`config.mk`:
```
export PLATFORM = sky130hd
export DESIGN_NAME = spi_xfer_arbiter
export DESIGN_NICKNAME = d
export VERILOG_FILES = /design/src/rtl/spi_xfer_arbiter.sv
export SDC_FILE = /design/constraint.sdc
export NUM_CORES = 1
export LEC_CHECK = 0
export ABC_AREA = 1
export CORE_ASPECT_RATIO = 0.75
export CORE_MARGIN = 2
export CORE_UTILIZATION = 45
export DETAILED_ROUTE_END_ITERATION = 6
export PLACE_DENSITY_LB_ADDON = 0.2
export SYNTH_ARGS = -nofsm -noshare
export SYNTH_HDL_FRONTEND = slang
export SYNTH_SLANG_ARGS = --single-unit
```
`constraint.sdc`:
```
create_clock -name Clk_i -period 2.8 [get_ports Clk_i]
set_input_delay 0.7 -clock Clk_i [delete_from_list [all_inputs] [get_ports Clk_i]]
set_output_delay 0.7 -clock Clk_i [all_outputs]
set_load 0.05 [all_outputs]
```
`src/rtl/spi_xfer_arbiter.sv`:
```
// spi_xfer_arbiter: round-robin sharing of one SPI master byte engine; SPI_ARB_TIMEOUT_EN adds a WAIT watchdog
module spi_xfer_arbiter #(
  parameter int NREQ = 4,
  parameter int GAP_CYCLES = 2,
  parameter int TIMEOUT_CYCLES = 1023
) (
  input  logic              Clk_i,
  input  logic              Rst_ni,
  input  logic [NREQ-1:0]   Req_i,
  input  logic [NREQ*8-1:0] Data_i,
  input  logic [NREQ*2-1:0] Ss_i,
  output logic [NREQ-1:0]   Ack_o,
  output logic [NREQ-1:0]   Done_o,
  output logic [7:0]        Rdata_o,
  output logic              Err_o,
  output logic              Busy_o,
  output logic [7:0]        MBuf_o,
  output logic [1:0]        MSs_o,
  output logic              MStrobe_o,
  input  logic              MReady_i,
  input  logic [7:0]        MRcvd_i
);
  localparam int GW = $clog2(NREQ);
  typedef enum logic [1:0] {IDLE, STROBE, WAIT, GAP} stateT;
  stateT state;
  logic [GW-1:0] grant, win, idx;
  logic found;
  logic [7:0] winData;
  logic [1:0] winSs;
  logic [3:0] gapCnt;
  logic readyPrev, readyRise;
  assign readyRise = MReady_i & ~readyPrev;
  assign winData = Data_i[{win, 3'b000} +: 8];
  assign winSs = Ss_i[{win, 1'b0} +: 2];
`ifdef SPI_ARB_TIMEOUT_EN
  localparam int TW = $clog2(TIMEOUT_CYCLES + 1);
  logic [TW-1:0] tmoCnt;
  logic tmoHit;
  assign tmoHit = tmoCnt == TW'(TIMEOUT_CYCLES - 1);
`else
  // the watchdog limit has no effect when the watchdog is not built
  logic unusedTimeout;
  assign unusedTimeout = ^TIMEOUT_CYCLES;
`endif
  // round-robin winner: first requester at or after the one following the last grant
  always_comb begin
    win = '0;
    found = 1'b0;
    idx = '0;
    for (int i = 1; i <= NREQ; i++) begin
      idx = GW'((int'(grant) + i) % NREQ);
      if (!found && Req_i[idx]) begin
        found = 1'b1;
        win = idx;
      end
    end
  end
  // arbiter FSM with registered master-side and requester-side outputs
  always_ff @(posedge Clk_i or negedge Rst_ni) begin
    if (!Rst_ni) begin
      state <= IDLE;
      grant <= GW'(NREQ - 1);
      gapCnt <= '0;
      readyPrev <= 1'b0;
      Ack_o <= '0;
      Done_o <= '0;
      Rdata_o <= '0;
      Err_o <= 1'b0;
      Busy_o <= 1'b0;
      MBuf_o <= '0;
      MSs_o <= '0;
      MStrobe_o <= 1'b0;
`ifdef SPI_ARB_TIMEOUT_EN
      tmoCnt <= '0;
`endif
    end else begin
      readyPrev <= MReady_i;
      Ack_o <= '0;
      Done_o <= '0;
      Err_o <= 1'b0;
      MStrobe_o <= 1'b0;
      case (state)
        IDLE: if (found) begin
          grant <= win;
          MBuf_o <= winData;
          MSs_o <= winSs;
          Ack_o <= NREQ'(1) << win;
          Busy_o <= 1'b1;
          if (^winSs) begin
            MStrobe_o <= 1'b1;
            state <= STROBE;
          end else begin
            Done_o <= NREQ'(1) << win;
            Err_o <= 1'b1;
            gapCnt <= '0;
            state <= GAP;
          end
        end
        STROBE: begin
          state <= WAIT;
`ifdef SPI_ARB_TIMEOUT_EN
          tmoCnt <= '0;
`endif
        end
        WAIT: begin
          if (readyRise) begin
            Rdata_o <= MRcvd_i;
            Done_o <= NREQ'(1) << grant;
            gapCnt <= '0;
            state <= GAP;
          end
`ifdef SPI_ARB_TIMEOUT_EN
          else if (tmoHit) begin
            Rdata_o <= 8'hFF;
            Done_o <= NREQ'(1) << grant;
            Err_o <= 1'b1;
            gapCnt <= '0;
            state <= GAP;
          end else tmoCnt <= tmoCnt + 1'b1;
`endif
        end
        GAP: if (gapCnt == 4'(GAP_CYCLES)) begin
          state <= IDLE;
          Busy_o <= 1'b0;
        end else gapCnt <= gapCnt + 1'b1;
        default: state <= IDLE;
      endcase
    end
  end
endmodule
```
Yosys cells after proc, flatten, opt, wreduce, memory -nomap -nowiden
Cells that the tools add are included.
- bits in read-only memories: 0
- register bits: 38
- output and inout port bits: 29
- logic and storage cells: 92
- memory bits (writable): 0
- latch bits: 0
- memories: 0
- muxes and demuxes: 41
- div/mod/pow operators: 0
- shift-type cells: 4
- $lt $le $gt $ge: 4
- add/sub/neg operators: 5
- bitwise gates (word level): 2
- $mul: 0
- reductions and logical operators: 15
- eq/ne operators: 9
- operators by type and width (kind ; count):
    $mux W4 ; 9
    $shiftx A32 B6 Y8 ; 1
    $mux W1 ; 16
    $mux W2 ; 8
    $lt A2 B3 Y1 const B ; 4
    $pmux W4 S3 ; 1
    $ne A2 B2 Y1 const B ; 5
    $bmux W1 S2 ; 4
    $pmux W2 S4 ; 1
    $pmux W4 S2 ; 1
    $shiftx A8 B4 Y2 ; 1
    $shl A1 B2 Y4 const A ; 2
    $reduce_and A3 Y1 ; 2
    $reduce_and A5 Y1 ; 1
    $add A2 B1 Y2 const B ; 2
    $add A2 B2 Y2 const B ; 2
    $add A4 B1 Y4 const B ; 1
    $eq A2 B2 Y1 const B ; 2
    $eq A4 B2 Y1 const B ; 1
    $reduce_and A2 Y1 ; 2
    $logic_and A1 B1 Y1 ; 3
    $logic_not A1 Y1 ; 3
    $reduce_bool A3 Y1 ; 1
    $eq A2 B1 Y1 const B ; 1
    other kinds (6) ; 6

Depth between registers and ports, before layout
Gate-level depths: netlist of the first run.
- depth in word-level cells: 18
- gate-level depth with buffers: 20

Worst setup path before layout of the first run
No wires, ideal clock.
- path kind: reg2reg
- start: register grant[0]
- end: register gapCnt[0]
- required time: 2.683 ns
- data arrival time: 2.451 ns
- stages on the path, launching flop included: 21
- path slack: 0.232 ns
- clock period less this slack: 2.568 ns
- cell sequence: dfstp_2 buf_6 inv_8 ha_1 inv_1 nand3_2 nand2_2 inv_4 nand4_4 nand2_1 nand2_4 nand2_4 buf_8 nand3_1 nand2_1 nor2_2 nand2_2 nand3_4 nand2_4 nand2_1 nand2_1
- word-level cells in the longest chain between the ends: 17
- elaborated cells on any way between the ends: 31
- those cells by class: 4 x add/sub; 2 x eq/ne; 1 x shift; 16 x mux; 8 x reduce/logical
- ends and longest elaborated chain (what ; RTL line ; text):
    start, declared ; 26 ; logic [GW-1:0] grant, win, idx;
    start signal, assigned ; 62 ; grant <= GW'(NREQ - 1);
    start signal, assigned ; 84 ; grant <= win;
    $add A2 B1 Y2 ; 51 ; idx = GW'((int'(grant) + i) % NREQ);
    $bmux W1 S2 ; 52 ; if (!found && Req_i[idx]) begin
    $mux W1 (implied by the code) ; 52 ;
    $mux W1 ; 52 ;
    $logic_not A1 Y1 ; 52 ;
    $logic_and A1 B1 Y1 ; 52 ;
    $mux W1 ; 52 ;
    $logic_not A1 Y1 ; 52 ;
    $logic_and A1 B1 Y1 ; 52 ;
    $mux W1 ; 52 ;
    $logic_not A1 Y1 ; 52 ;
    $logic_and A1 B1 Y1 ; 52 ;
    $mux W2 ; 52 ;
    $shiftx A8 B4 Y2 ; 34 ; assign winSs = Ss_i[{win, 1'b0} +: 2];
    $reduce_xor A2 Y1 ; 89 ; if (^winSs) begin
    $ne A2 B2 Y1 (no line) ; - ;
    $reduce_and A5 Y1 (no line) (*) ; - ;
    end signal, assigned ; 125 ; end else gapCnt <= gapCnt + 1'b1;
    end, declared ; 30 ; logic [3:0] gapCnt;
Mark *: on every way between the ends. The rest lies on a longest branch, timed or not. The select of a mux whose other input is x is not followed.
A chain may end at the register's enable or synchronous reset.

Worst setup path in the final report of the first run
- start: input Req_i[3]
- end: register gapCnt[3]
- word-level cells in the longest chain between the ends: 16
- elaborated cells on any way between the ends: 27
- those cells by class: 2 x eq/ne; 1 x shift; 16 x mux; 8 x reduce/logical
- ends and longest elaborated chain (what ; RTL line ; text):
    start, declared ; 9 ; input logic [NREQ-1:0] Req_i,
    $bmux W1 S2 ; 52 ;
    $mux W1 (implied by the code) ; 52 ;
    $mux W1 ; 52 ;
    $logic_not A1 Y1 ; 52 ;
    $logic_and A1 B1 Y1 ; 52 ;
    $mux W1 ; 52 ;
    $logic_not A1 Y1 ; 52 ;
    $logic_and A1 B1 Y1 ; 52 ;
    $mux W1 ; 52 ;
    $logic_not A1 Y1 ; 52 ;
    $logic_and A1 B1 Y1 ; 52 ;
    $mux W2 ; 52 ;
    $shiftx A8 B4 Y2 ; 34 ;
    $reduce_xor A2 Y1 ; 89 ;
    $ne A2 B2 Y1 (no line) ; - ;
    $reduce_and A5 Y1 (no line) (*) ; - ;
Marked as above.

==> results of run 1 <==
-- through the flow --
stage / util [%] / TNS, ns / hold WS, ns
4_1_cts: 68.28 / 0 / 0.4845
3_3_place_gp: 66.02 / -0.09011 / 0.4632
6_report: 69.76 / 0 / 0.4822
2_1_floorplan: - / 0 / 0.4044
3_5_place_dp: 66.02 / -0.5526 / 0.4646
5_1_grt: 69.76 / 0 / 0.5043
-- how the worst min path moves through the flow --
stage / startpoint / to / slack, ns / depth (start not counted)
floorplan: Rst_ni / Ack_o[0]$_DFF_PN0_ / 0.40 / 0
global placement: Rdata_o[7]$_DFFE_PN0P_ / Rdata_o[7]$_DFFE_PN0P_ / 0.46 / 2
detailed placement: Rdata_o[6]$_DFFE_PN0P_ / Rdata_o[6]$_DFFE_PN0P_ / 0.46 / 2
CTS: Rdata_o[6]$_DFFE_PN0P_ / Rdata_o[6]$_DFFE_PN0P_ / 0.48 / 2
global route: Rdata_o[5]$_DFFE_PN0P_ / Rdata_o[5]$_DFFE_PN0P_ / 0.50 / 2
finish: MBuf_o[5]$_DFFE_PN0P_ / MBuf_o[5]$_DFFE_PN0P_ / 0.48 / 2
-- placed cells by master, fill, tap and decap left out, drive strengths merged, types with 2 or more instances in the layout --
master and count:
nand4 8, dfrtp 36, nor2 25, dfstp 2
nand2 133, o21ai 11, nand3 27, inv 28
buf 11, clkdlybuf4s50 82, clkbuf 6, a21oi 5
a22oi 4, a41oi 7, ha 10
-- area by class of cell --
| cell class | instances | area share (%) |
|---|---|---|
| multi-input combinational | 234 | 37.29 |
| sequential | 38 | 27.43 |
| timing repair buffer | 93 | 25.92 |
| inverter | 29 | 3.528 |
| tap | 72 | 2.592 |
| clock buffer | 6 | 2.376 |
| clock inverter | 1 | 0.8639 |
-- registers in the layout, summed over array words and instances (netlist names) --
register	count
MSs_o	2
gapCnt	4
Ack_o	4
Err_o	1
MStrobe_o	1
grant	2
readyPrev	1
Rdata_o	8
MBuf_o	8
state	2
Busy_o	1
Done_o	4
-- kinds of logic (layout without fill, tap and decap cells) --
| family | count (synthesis) | after routing | synth area share, % |
|---|---|---|---|
| AND/OR/NAND/NOR | 194 | 195 | 39.38 |
| flip-flops | 38 | 38 | 40.17 |
| buffers and inverters | 34 | 129 | 6.589 |
| AO/OA/AOI/OAI | 27 | 27 | 7.855 |
| adder cells (fa/ha/maj) | 10 | 10 | 5.271 |
| XOR/XNOR | 2 | 2 | 0.7381 |
-- worst min-delay path, cell delays in order (launching register included) --
cell and delay (ns):
dfrtp_1 0.35, nand2_1 0.05, nand2_1 0.05
-- metal layers --
layer	up-vias	share of wire (%)	wire [um]
met5	-	0	0
li1	1174	-	-
met4	0	0.53	32
met2	114	44	2604
met3	5	9.1	544
met1	1067	47	2800
-- timing repair --
action | 4_1_cts | 5_1_grt
buffers inserted | 0 | 5
hold buffers | 0 | 0
gates resized for setup | 0 | 5
endpoints found under the setup margin | 0 | 16
==> flow_metrics.tcl, run 1 <==
set metrics [dict create \
    antenna_left 0 \
    status "finished clean" \
    maxSlewViolCount 0 \
    grt_busiest_layer "met2" \
    post-route-drc-count 0 \
    first_pass_iters 4 \
    synth-main-ff-cell "dfrtp_1" \
    grt_pass1_wl_um 9666 \
    grt-ovfl-total 0 \
    grt_use_met2_pct 31.16 \
    synth.avg_cell_area_um2 7.782 \
    reg2reg_depth 17 \
    crit_chain "clkdlybuf4s50_1, inv_1, nand2_1, nand3_2, nand2_2, nand4_4, nand2_1, nand2_4, nand2_8, nand2_1, nand2_1, nand2_1, nand2_1, nand2_2, nand3_4, nand2_4, nand2_1, nand2_1" \
    htree_levels 2 \
    grt_max_degree 39 \
    crit_fanout 15 \
    diodes 0 \
    fin_nets 466 \
    crit_slowest_cell "clkdlybuf4s50_1" \
    multi_input_area_um2 1296 \
    critPathRequiredTime_ns 2.98 \
    yosysMostFrequentCell "nand2_1" \
    synthTopCellsByArea "dfrtp_1 (38%), nand2_1 (19%), ha_1 (5.3%)" \
    design_area_um2 3476 \
    yosysSeqAreaShare_pct 40.17 \
    cts_buffers 5 \
    rsz0062_at_grt "false" \
    drt-initial-drc-count 111 \
    hpwl_um 4431 \
    clk_path_buf_depth 2 \
    io_buffers 83 \
    clk_pin_slew_ns 0.07 \
    met1_usage_pct 30.97 \
    clock.fmax_mhz 381.6 \
    max_stage_delay_ns 0.51 \
    crit_arrival_ns 2.80 \
    cp-endpoint "gapCnt[3]$_DFFE_PN0P_" \
    clkLatencyLatePin_ns 0.28 \
    cp_top_family "simple AND/OR/NAND/NOR gates" \
    area_delta_synth_final_pct 46.44 \
    synth_commonest_cells "nand2_1 (120), dfrtp_1 (36), inv_1 (25)" \
    ys_types 32 \
    wl_per_cell_um 12.65 \
    path_depth 18 \
    track_usage_pct 21.13 \
    clock_skew_ns 0.004554 \
    routabilityCongestion 0.8507 \
    slew_headroom_pct 43.36 \
    reg2reg_from "grant[1]$_DFFE_PN1P_" \
    post_dp_cell_area_um2 3289 \
    fin_crit_ns 2.620 \
    worst_pin_slew_ns 0.8496 \
    synth-edff-count 0 \
    instances_no_fill 473 \
    synth_top_cell_area_share_pct 37.95 \
    syn_inst 305 \
    antenna_found_initial 0 \
    start_util_pct 47.64 \
    period_share_pct 93.59 \
    dieArea_um2 5877 \
    crit_start "Req_i[3]" \
    via_per_inst 4.989 \
    pre_cts_ws_ns -0.09772 \
    root_buffer "clkbuf_8" \
    drt-total-wl_um 5982 \
    seq_area_um2 953.4 \
    use_met3_pct 5.204 \
    setup_viol 0 \
    regToRegEndpoint "gapCnt[3]$_DFFE_PN0P_" \
    maxCapViolCount 0 \
    crit_path_frequent_cell "nand2_1" \
    num_vias 2360 \
    syn_nets 370 \
    num-fill-cells 392 \
    cts_tree "yes" \
    async_flop_share_pct 100.0 \
    critPathCaptureType "flop" \
    cts.sinks 38 \
    drive_gt1_share_pct 13.97 \
    die_y_um 66.90 \
    grt_pass1_vias 2152 \
    r2r_slack_ns 0.20 \
    crit_type "in -> reg" \
    die_w_um 87.86 \
    yosys_warnings 0 \
    dp_cells 460 \
    ys_seq_elements 38 \
    hp-class "reg -> reg" \
    setup_ws_ns 0.1796 \
    startpoint_type "primary input" \
    crit_buf_inv 2 \
    hold_viol 0 \
    synth_area_um2 2374 \
    core_um2 4982 \
    yosys.area.top_type "dfrtp_1" \
    ioPinCount 84 \
    rows 22 \
]
Power of run 1 is not shown: default switching activity piles up to over one toggle a cycle in this logic, so the estimate is an artifact.
==> run 2: changes to the inputs <==
- GPL_ROUTABILITY_DRIVEN: not set -> 0
==> results of run 2 <==
Final layout, timing and power as in run 1 (identical DEF).
Power of run 2 is left out for the same reason.
